$ cat config.mk
export PLATFORM = sky130hd
export DESIGN_NAME = spi_master_engine_flat
export DESIGN_NICKNAME = d
export VERILOG_FILES = /design/src/rtl/spi_master_engine_if.sv /design/src/rtl/spi_master_engine.sv /design/src/flat_wrapper.sv
export SDC_FILE = /design/constraint.sdc
export NUM_CORES = 1
export LEC_CHECK = 0
export ABC_AREA = 0
export BUFFER_PORTS_ARGS = -buffer_cell sky130_fd_sc_hd__buf_4
export CORE_MARGIN = 2
export CORE_UTILIZATION = 35
export CTS_CLUSTER_SIZE = 16
export DETAILED_ROUTE_END_ITERATION = 6
export SETUP_SLACK_MARGIN = 0.2
export SYNTH_ARGS = -nofsm -noshare
export SYNTH_HDL_FRONTEND = slang
export SYNTH_SLANG_ARGS = --single-unit
export TNS_END_PERCENT = 100
$ cat constraint.sdc
create_clock -name CLK100MHZ -period 6.05 [get_ports CLK100MHZ]
set_input_delay 1.21 -clock CLK100MHZ [delete_from_list [all_inputs] [get_ports CLK100MHZ]]
set_output_delay 1.21 -clock CLK100MHZ [all_outputs]
set_load 0.02 [all_outputs]
$ cat src/rtl/spi_master_engine_if.sv
// Command, status and pre-polarity pin bundle between a
// command source (master) and spi_master_engine (slave).
interface spi_master_engine_if #(
  parameter int DATA_WIDTH = 64,
  parameter int LEN_WIDTH  = 7,
  parameter int DIV_WIDTH  = 8,
  parameter int NUM_CS     = 1
);
  logic                  start;
  logic [DATA_WIDTH-1:0] data_in;
  logic [LEN_WIDTH-1:0]  length;
  logic [DIV_WIDTH-1:0]  clk_div;
  logic                  cpha;
  logic                  lsb_first;
  logic [NUM_CS-1:0]     cs_sel;
  logic [LEN_WIDTH-1:0]  readback_start;
  logic                  sdi_in;
  logic                  busy;
  logic                  done;
  logic [DATA_WIDTH-1:0] data_out;
  logic                  sdo;
  logic                  sck_next;
  logic                  cs_next;
  logic                  slave_en;
  logic [NUM_CS-1:0]     cs_val;

  modport master (
    output start, data_in, length, clk_div,
    output cpha, lsb_first, cs_sel,
    output readback_start, sdi_in,
    input  busy, done, data_out, sdo,
    input  sck_next, cs_next, slave_en, cs_val
  );

  modport slave (
    input  start, data_in, length, clk_div,
    input  cpha, lsb_first, cs_sel,
    input  readback_start, sdi_in,
    output busy, done, data_out, sdo,
    output sck_next, cs_next, slave_en, cs_val
  );
endinterface

$ cat src/rtl/spi_master_engine.sv
// Bit-level SPI sequencer ahead of the output stage.
// Define SPI_READBACK_EN to enable the tristate readback path.
module spi_master_engine #(
  parameter int DATA_WIDTH = 64,
  parameter int LEN_WIDTH  = 7,
  parameter int DIV_WIDTH  = 8,
  parameter int NUM_CS     = 1
) (
  input  logic                CLK100MHZ,
  input  logic                reset,
  spi_master_engine_if.slave  bus
);

  localparam logic [LEN_WIDTH-1:0] DW_L = LEN_WIDTH'(DATA_WIDTH);

  typedef enum logic [2:0] {
    S_IDLE, S_SETUP, S_SHIFT, S_HOLD, S_GAP, S_DONE
  } state_e;

  state_e                state_q, state_d;
  logic [DIV_WIDTH-1:0]  div_q, div_d;
  logic [LEN_WIDTH-1:0]  bit_q, bit_d;
  logic                  ph_q, ph_d;

  logic [DATA_WIDTH-1:0] data_q;
  logic [LEN_WIDTH-1:0]  len_q;
  logic [DIV_WIDTH-1:0]  cdiv_q;
  logic                  cpha_q;
  logic                  lsb_q;
  logic [NUM_CS-1:0]     cs_val_q, cs_val_d;

  logic                  busy_q, busy_d;
  logic                  done_q, done_d;
  logic                  sdo_q, sdo_d;
  logic                  sck_q, sck_d;
  logic                  cs_q, cs_d;

  logic                  accept;
  logic                  div_last;
  logic [LEN_WIDTH-1:0]  len_in;

  assign accept   = (state_q == S_IDLE) && bus.start
                    && (bus.length != '0);
  assign len_in   = (bus.length > DW_L) ? DW_L : bus.length;
  assign div_last = (div_q == cdiv_q);

  function automatic logic pick(
    input logic [DATA_WIDTH-1:0] d,
    input logic [LEN_WIDTH-1:0]  l,
    input logic                  lsb,
    input logic [LEN_WIDTH-1:0]  i
  );
    logic [DATA_WIDTH-1:0] sh;
    sh = lsb ? (d >> i) : (d >> (l - 1'b1 - i));
    return sh[0];
  endfunction

  always_ff @(posedge CLK100MHZ) begin
    if (reset) begin
      state_q  <= S_IDLE;
      div_q    <= '0;
      bit_q    <= '0;
      ph_q     <= 1'b0;
      data_q   <= '0;
      len_q    <= '0;
      cdiv_q   <= '0;
      cpha_q   <= 1'b0;
      lsb_q    <= 1'b0;
      cs_val_q <= '0;
      busy_q   <= 1'b0;
      done_q   <= 1'b0;
      sdo_q    <= 1'b0;
      sck_q    <= 1'b0;
      cs_q     <= 1'b0;
    end else begin
      state_q  <= state_d;
      div_q    <= div_d;
      bit_q    <= bit_d;
      ph_q     <= ph_d;
      cs_val_q <= cs_val_d;
      busy_q   <= busy_d;
      done_q   <= done_d;
      sdo_q    <= sdo_d;
      sck_q    <= sck_d;
      cs_q     <= cs_d;
      if (accept) begin
        data_q <= bus.data_in;
        len_q  <= len_in;
        cdiv_q <= bus.clk_div;
        cpha_q <= bus.cpha;
        lsb_q  <= bus.lsb_first;
      end
    end
  end

  always_comb begin
    state_d = state_q;
    div_d   = div_q + 1'b1;
    bit_d   = bit_q;
    ph_d    = ph_q;
    unique case (state_q)
      S_IDLE: begin
        div_d = '0;
        if (accept) state_d = S_SETUP;
      end
      S_SETUP: if (div_last) begin
        state_d = S_SHIFT;
        div_d   = '0;
        bit_d   = '0;
        ph_d    = 1'b0;
      end
      S_SHIFT: if (div_last) begin
        div_d = '0;
        ph_d  = ~ph_q;
        if (ph_q) begin
          if (bit_q == len_q - 1'b1) state_d = S_HOLD;
          else bit_d = bit_q + 1'b1;
        end
      end
      S_HOLD: if (div_last) begin
        state_d = S_GAP;
        div_d   = '0;
      end
      S_GAP: if (div_last) begin
        state_d = S_DONE;
        div_d   = '0;
      end
      default: begin
        state_d = S_IDLE;
        div_d   = '0;
      end
    endcase
  end

  // Outputs are derived from next-state so the registers line up with state_q.
  always_comb begin
    busy_d   = (state_d != S_IDLE);
    done_d   = (state_d == S_DONE);
    cs_d     = state_d inside {S_SETUP, S_SHIFT, S_HOLD};
    sck_d    = (state_d == S_SHIFT) && (ph_d ^ cpha_q);
    cs_val_d = accept ? bus.cs_sel : cs_val_q;
    sdo_d    = sdo_q;
    unique case (state_d)
      S_SETUP: if (state_q == S_IDLE)
        sdo_d = pick(bus.data_in, len_in, bus.lsb_first, '0);
      S_SHIFT: if (!ph_d && div_d == '0)
        sdo_d = pick(data_q, len_q, lsb_q, bit_d);
      S_HOLD: sdo_d = sdo_q;
      default: sdo_d = 1'b0;
    endcase
  end

  assign bus.busy     = busy_q;
  assign bus.done     = done_q;
  assign bus.sdo      = sdo_q;
  assign bus.sck_next = sck_q;
  assign bus.cs_next  = cs_q;
  assign bus.cs_val   = cs_val_q;

`ifdef SPI_READBACK_EN
  logic [LEN_WIDTH-1:0]  rb_q;
  logic                  sen_q, sen_d;
  logic [DATA_WIDTH-1:0] cap_q, cap_d;
  logic [DATA_WIDTH-1:0] dout_q, dout_d;
  logic                  smp;

  assign smp = sen_q && (state_q == S_SHIFT) && ph_q && div_last;

  always_comb begin
    sen_d = (rb_q < len_q)
            && (((state_d == S_SHIFT) && (bit_d >= rb_q))
                || (state_d == S_HOLD));
    cap_d = cap_q;
    if (accept) cap_d = '0;
    else if (smp) cap_d = {cap_q[DATA_WIDTH-2:0], bus.sdi_in};
    dout_d = (state_d == S_DONE) ? cap_q : dout_q;
  end

  always_ff @(posedge CLK100MHZ) begin
    if (reset) begin
      rb_q   <= '0;
      sen_q  <= 1'b0;
      cap_q  <= '0;
      dout_q <= '0;
    end else begin
      if (accept) rb_q <= bus.readback_start;
      sen_q  <= sen_d;
      cap_q  <= cap_d;
      dout_q <= dout_d;
    end
  end

  assign bus.slave_en = sen_q;
  assign bus.data_out = dout_q;
`else
  logic unused_rb;
  assign unused_rb    = ^{bus.readback_start, bus.sdi_in};
  assign bus.slave_en = 1'b0;
  assign bus.data_out = '0;
`endif

endmodule

$ cat src/flat_wrapper.sv
// flat-port wrapper written by rule: the top's interface ports become plain ports
module spi_master_engine_flat 
#(
  parameter int DATA_WIDTH = 64,
  parameter int LEN_WIDTH  = 7,
  parameter int DIV_WIDTH  = 8,
  parameter int NUM_CS     = 1
)
  (CLK100MHZ, reset, bus_start, bus_data_in, bus_length, bus_clk_div, bus_cpha, bus_lsb_first, bus_cs_sel, bus_readback_start, bus_sdi_in, bus_busy, bus_done, bus_data_out, bus_sdo, bus_sck_next, bus_cs_next, bus_slave_en, bus_cs_val);
  spi_master_engine_if #(.DATA_WIDTH(DATA_WIDTH), .LEN_WIDTH(LEN_WIDTH), .DIV_WIDTH(DIV_WIDTH), .NUM_CS(NUM_CS)) bus_i ();
  input  logic CLK100MHZ;
  input  logic reset;
  input wire logic [$bits(bus_i.start)-1:0] bus_start;
  input wire logic [$bits(bus_i.data_in)-1:0] bus_data_in;
  input wire logic [$bits(bus_i.length)-1:0] bus_length;
  input wire logic [$bits(bus_i.clk_div)-1:0] bus_clk_div;
  input wire logic [$bits(bus_i.cpha)-1:0] bus_cpha;
  input wire logic [$bits(bus_i.lsb_first)-1:0] bus_lsb_first;
  input wire logic [$bits(bus_i.cs_sel)-1:0] bus_cs_sel;
  input wire logic [$bits(bus_i.readback_start)-1:0] bus_readback_start;
  input wire logic [$bits(bus_i.sdi_in)-1:0] bus_sdi_in;
  output wire logic [$bits(bus_i.busy)-1:0] bus_busy;
  output wire logic [$bits(bus_i.done)-1:0] bus_done;
  output wire logic [$bits(bus_i.data_out)-1:0] bus_data_out;
  output wire logic [$bits(bus_i.sdo)-1:0] bus_sdo;
  output wire logic [$bits(bus_i.sck_next)-1:0] bus_sck_next;
  output wire logic [$bits(bus_i.cs_next)-1:0] bus_cs_next;
  output wire logic [$bits(bus_i.slave_en)-1:0] bus_slave_en;
  output wire logic [$bits(bus_i.cs_val)-1:0] bus_cs_val;
  assign bus_i.start = bus_start;
  assign bus_i.data_in = bus_data_in;
  assign bus_i.length = bus_length;
  assign bus_i.clk_div = bus_clk_div;
  assign bus_i.cpha = bus_cpha;
  assign bus_i.lsb_first = bus_lsb_first;
  assign bus_i.cs_sel = bus_cs_sel;
  assign bus_i.readback_start = bus_readback_start;
  assign bus_i.sdi_in = bus_sdi_in;
  assign bus_busy = bus_i.busy;
  assign bus_done = bus_i.done;
  assign bus_data_out = bus_i.data_out;
  assign bus_sdo = bus_i.sdo;
  assign bus_sck_next = bus_i.sck_next;
  assign bus_cs_next = bus_i.cs_next;
  assign bus_slave_en = bus_i.slave_en;
  assign bus_cs_val = bus_i.cs_val;
  spi_master_engine #(.DATA_WIDTH(DATA_WIDTH), .LEN_WIDTH(LEN_WIDTH), .DIV_WIDTH(DIV_WIDTH), .NUM_CS(NUM_CS)) u_core (.CLK100MHZ(CLK100MHZ), .reset(reset), .bus(bus_i));
endmodule
==> reports/results.txt <==
R2R cell count - 22
ys async rst share - 0%
Setup TNS Final - 0 ns
Tmin final - 5.25 ns
crit path from - u_core.len_q[0]$_SDFFE_PP0P_
max_slew headroom - 25.2%
VDD IR-drop max - 157 uV
H-tree Lvls - 3
Post-Route WL - 19.5 mm
distinct cell type count after synthesis - 66
area delta synth->final - 14.0%
fin cells - 1,210
pwr dens - 321 mW/mm2
die area - 0.0214 mm2
grt met1 use - 24.1%
Worst EP arrival - 5.56 ns
GRT overflow - 0
Root Driver - clkbuf_16
layout net count - 1,039
# clock sinks - 106
met3 usage - 3.06%
Hold WC Path Type - flip-flop to flip-flop
CP required - 6.36 ns
max cap viols - 0
post-place instance area - 0.00773 mm2
Final period util - 86.8%
vias - 6,402
Least-Margin Pin Slew - 1.12 ns
row count - 52
synthesized area per cell - 8.00 um2
Pleak - 3.10 nW
Final Hold Fails - 0
Die Ht - 146 um
drt pass-1 iters - 6
R2R Path End - u_core.bus.sdo$_SDFFE_PP0P_
clk_lat worst skew - 0.36 ns
Core ar. - 0.0200 mm2
final worst slack - 0.798 ns
Pwr Total - 2.59 mW
top cells by area, synth - dfxtp_1 30%, nand2_1 9.3%, buf_4 7.1%
Iteration-0 DRC Markers - 558
status - completed
share of post-route cells with drive strength above 1 - 18.0%
EDFF count, synth - 0
grt peak-use layer - met2
post-cts gate resize count - 0
# IOs - 164
Synth top area share - 29.9%
number of buffers added on ports - 90
leading area contributor after synthesis - dfxtp_1
startpoint types - flip-flop
Hold Buf Count CTS - 0
warnings from Yosys - 0
first-pass GRT wire length - 30.6 mm
met2 Use GR - 29.3%
worst clock skew - 0.00760 ns
gpl congestion - 0.823
crit path to - u_core.bus.sdo$_SDFFE_PP0P_
Diodes inserted - 0
Crit Path Category - flip-flop to flip-flop
initial antenna violation count - 0
final instance area - 0.00808 mm2
CTS max path bufs - 2
fillers - 2,091
final setup fails - 0
crit path capture type - flip-flop
Syn Inst Count - 886
Initial Utilization - 35.4%
most used flip-flop cell after synthesis - dfxtp_1
r2r startpoint - u_core.len_q[0]$_SDFFE_PP0P_
post-DR wirelength/cell - 16.2 um
synthesized area - 0.00709 mm2
largest net degree at the start of global routing - 102
DIE WIDTH - 146 um
gr usage total - 17.8%
R2R Setup Slk - 0.80 ns
placed cell count - 1,194
HPWL Detailed - 13.5 mm
register area share after synthesis - 29.9%
antenna-violating nets left - 0
RSZ-0062 raised after global routing - false
DRC - 0
Post-synth top cells - 176 x nand2_1, 106 x dfxtp_1, 94 x a21oi_1, 67 x buf_4, 56 x clkbuf_1
Yosys reg bits - 106
TritonCTS clock tree - yes
dpl ws - 0.898 ns
vias per cell - 5.29
most frequent cell after synthesis - nand2_1
Post-CTS Setup Inserts - 0
Fmax - 0.190 GHz
Final Slew Violations - 0
vias in the first global route - 5,774
CP max FO - 22
Reg clk slew, reported paths - 0.08 ns
TritonCTS buffer count - 9
-- worst min path at each step --
stage                                   startpoint                             end  slack, ns  cells after the start
floorplan           u_core.data_q[10]$_SDFFE_PP0P_  u_core.data_q[10]$_SDFFE_PP0P_       0.44                      2
global placement    u_core.data_q[61]$_SDFFE_PP0P_  u_core.data_q[61]$_SDFFE_PP0P_       0.44                      2
detailed placement  u_core.data_q[27]$_SDFFE_PP0P_  u_core.data_q[27]$_SDFFE_PP0P_       0.45                      2
CTS                 u_core.data_q[27]$_SDFFE_PP0P_  u_core.data_q[27]$_SDFFE_PP0P_       0.46                      2
global route        u_core.data_q[50]$_SDFFE_PP0P_  u_core.data_q[50]$_SDFFE_PP0P_       0.48                      2
finish              u_core.data_q[38]$_SDFFE_PP0P_  u_core.data_q[38]$_SDFFE_PP0P_       0.46                      2
-- state kept, by name (all words and copies together) (netlist names) --
signal	cells
u_core.bus.sdo	1
u_core.bus.busy	1
u_core.div_q	8
u_core.state_q	3
u_core.bit_q	7
u_core.bus.cs_val	1
u_core.lsb_q	1
u_core.cdiv_q	8
u_core.bus.sck_next	1
u_core.ph_q	1
u_core.len_q	7
u_core.bus.cs_next	1
u_core.data_q	64
u_core.cpha_q	1
u_core.bus.done	1
-- placed cells by master, fill, tap and decap left out, types with 5 or more instances in the layout --
cell	count
a2111oi_0	11
a2111oi_2	8
a211oi_1	5
a21oi_1	94
and3_1	5
buf_4	108
clkbuf_16	9
conb_1	65
dfxtp_1	106
ha_1	10
inv_1	31
mux2i_1	18
mux4_2	20
nand2_1	176
nand2b_1	8
nand3_1	12
nand4_1	48
nor2_1	36
nor3_1	14
nor3b_1	5
o2111ai_1	17
o211ai_1	19
o21ai_0	8
xnor2_1	13
xor2_1	22
-- metal layers --
| layer | vias up | part of all wire, % |
|---|---|---|
| li1 | 3134 | - |
| met2 | 215 | 47 |
| met1 | 3028 | 46 |
| met3 | 25 | 4.9 |
| met4 | 0 | 2.1 |
| met5 | - | 0 |
-- final cells by class --
class	count	area, um2	area share (%)
tap	270	338	4.18
timing repair buffer	109	831	10.3
inverter	31	116	1.44
clock buffer	9	225	2.79
multi-input combinational	678	4320	53.5
sequential	106	2120	26.3
clock inverter	7	125	1.55
-- critical path: stages, from the launching register on --
cell and delay [ns]:
dfxtp_1 0.52, inv_1 0.11, ha_1 0.24, xor2_1 0.15
buf_4 0.17, and2_1 0.15, o2111a_1 0.38, a211o_1 0.35
buf_4 0.23, nor2_1 0.11, a31oi_1 0.09, fa_1 0.57
nor2_1 0.07, buf_12 0.19, a211oi_2 0.39, buf_4 0.28
nand4_1 0.11, nand4_1 0.13, mux2i_1 0.08, mux2i_1 0.22
mux2i_1 0.11, mux2i_1 0.32, a31o_1 0.19
-- through the flow --
stage | hold slack (ns) | utilization [%]
6_report | 0.458 | 40.3
5_1_grt | 0.479 | 40.3
4_1_cts | 0.460 | 40.3
3_5_place_dp | 0.447 | 38.6
3_3_place_gp | 0.444 | 38.6
2_1_floorplan | 0.436 | -
-- cells by family after synthesis --
logic type	after synthesis	synth area share, %
flops	106	29.9
mux	39	9.06
other cells	1	0.0529
xor+xnor	37	4.96
simple gates	329	21.6
buf+inv	166	12.7
compound gates	197	19.6
fa+ha+maj	11	2.05
-- power breakdown --
| part | internal (mW) | switching (mW) | total (mW) |
|---|---|---|---|
| clock | 0.409 | 0.293 | 0.701 |
| sequential | 0.797 | 0.0801 | 0.877 |
| combinational | 0.381 | 0.634 | 1.01 |
No activity file was read; power rests on OpenSTA's default activity.
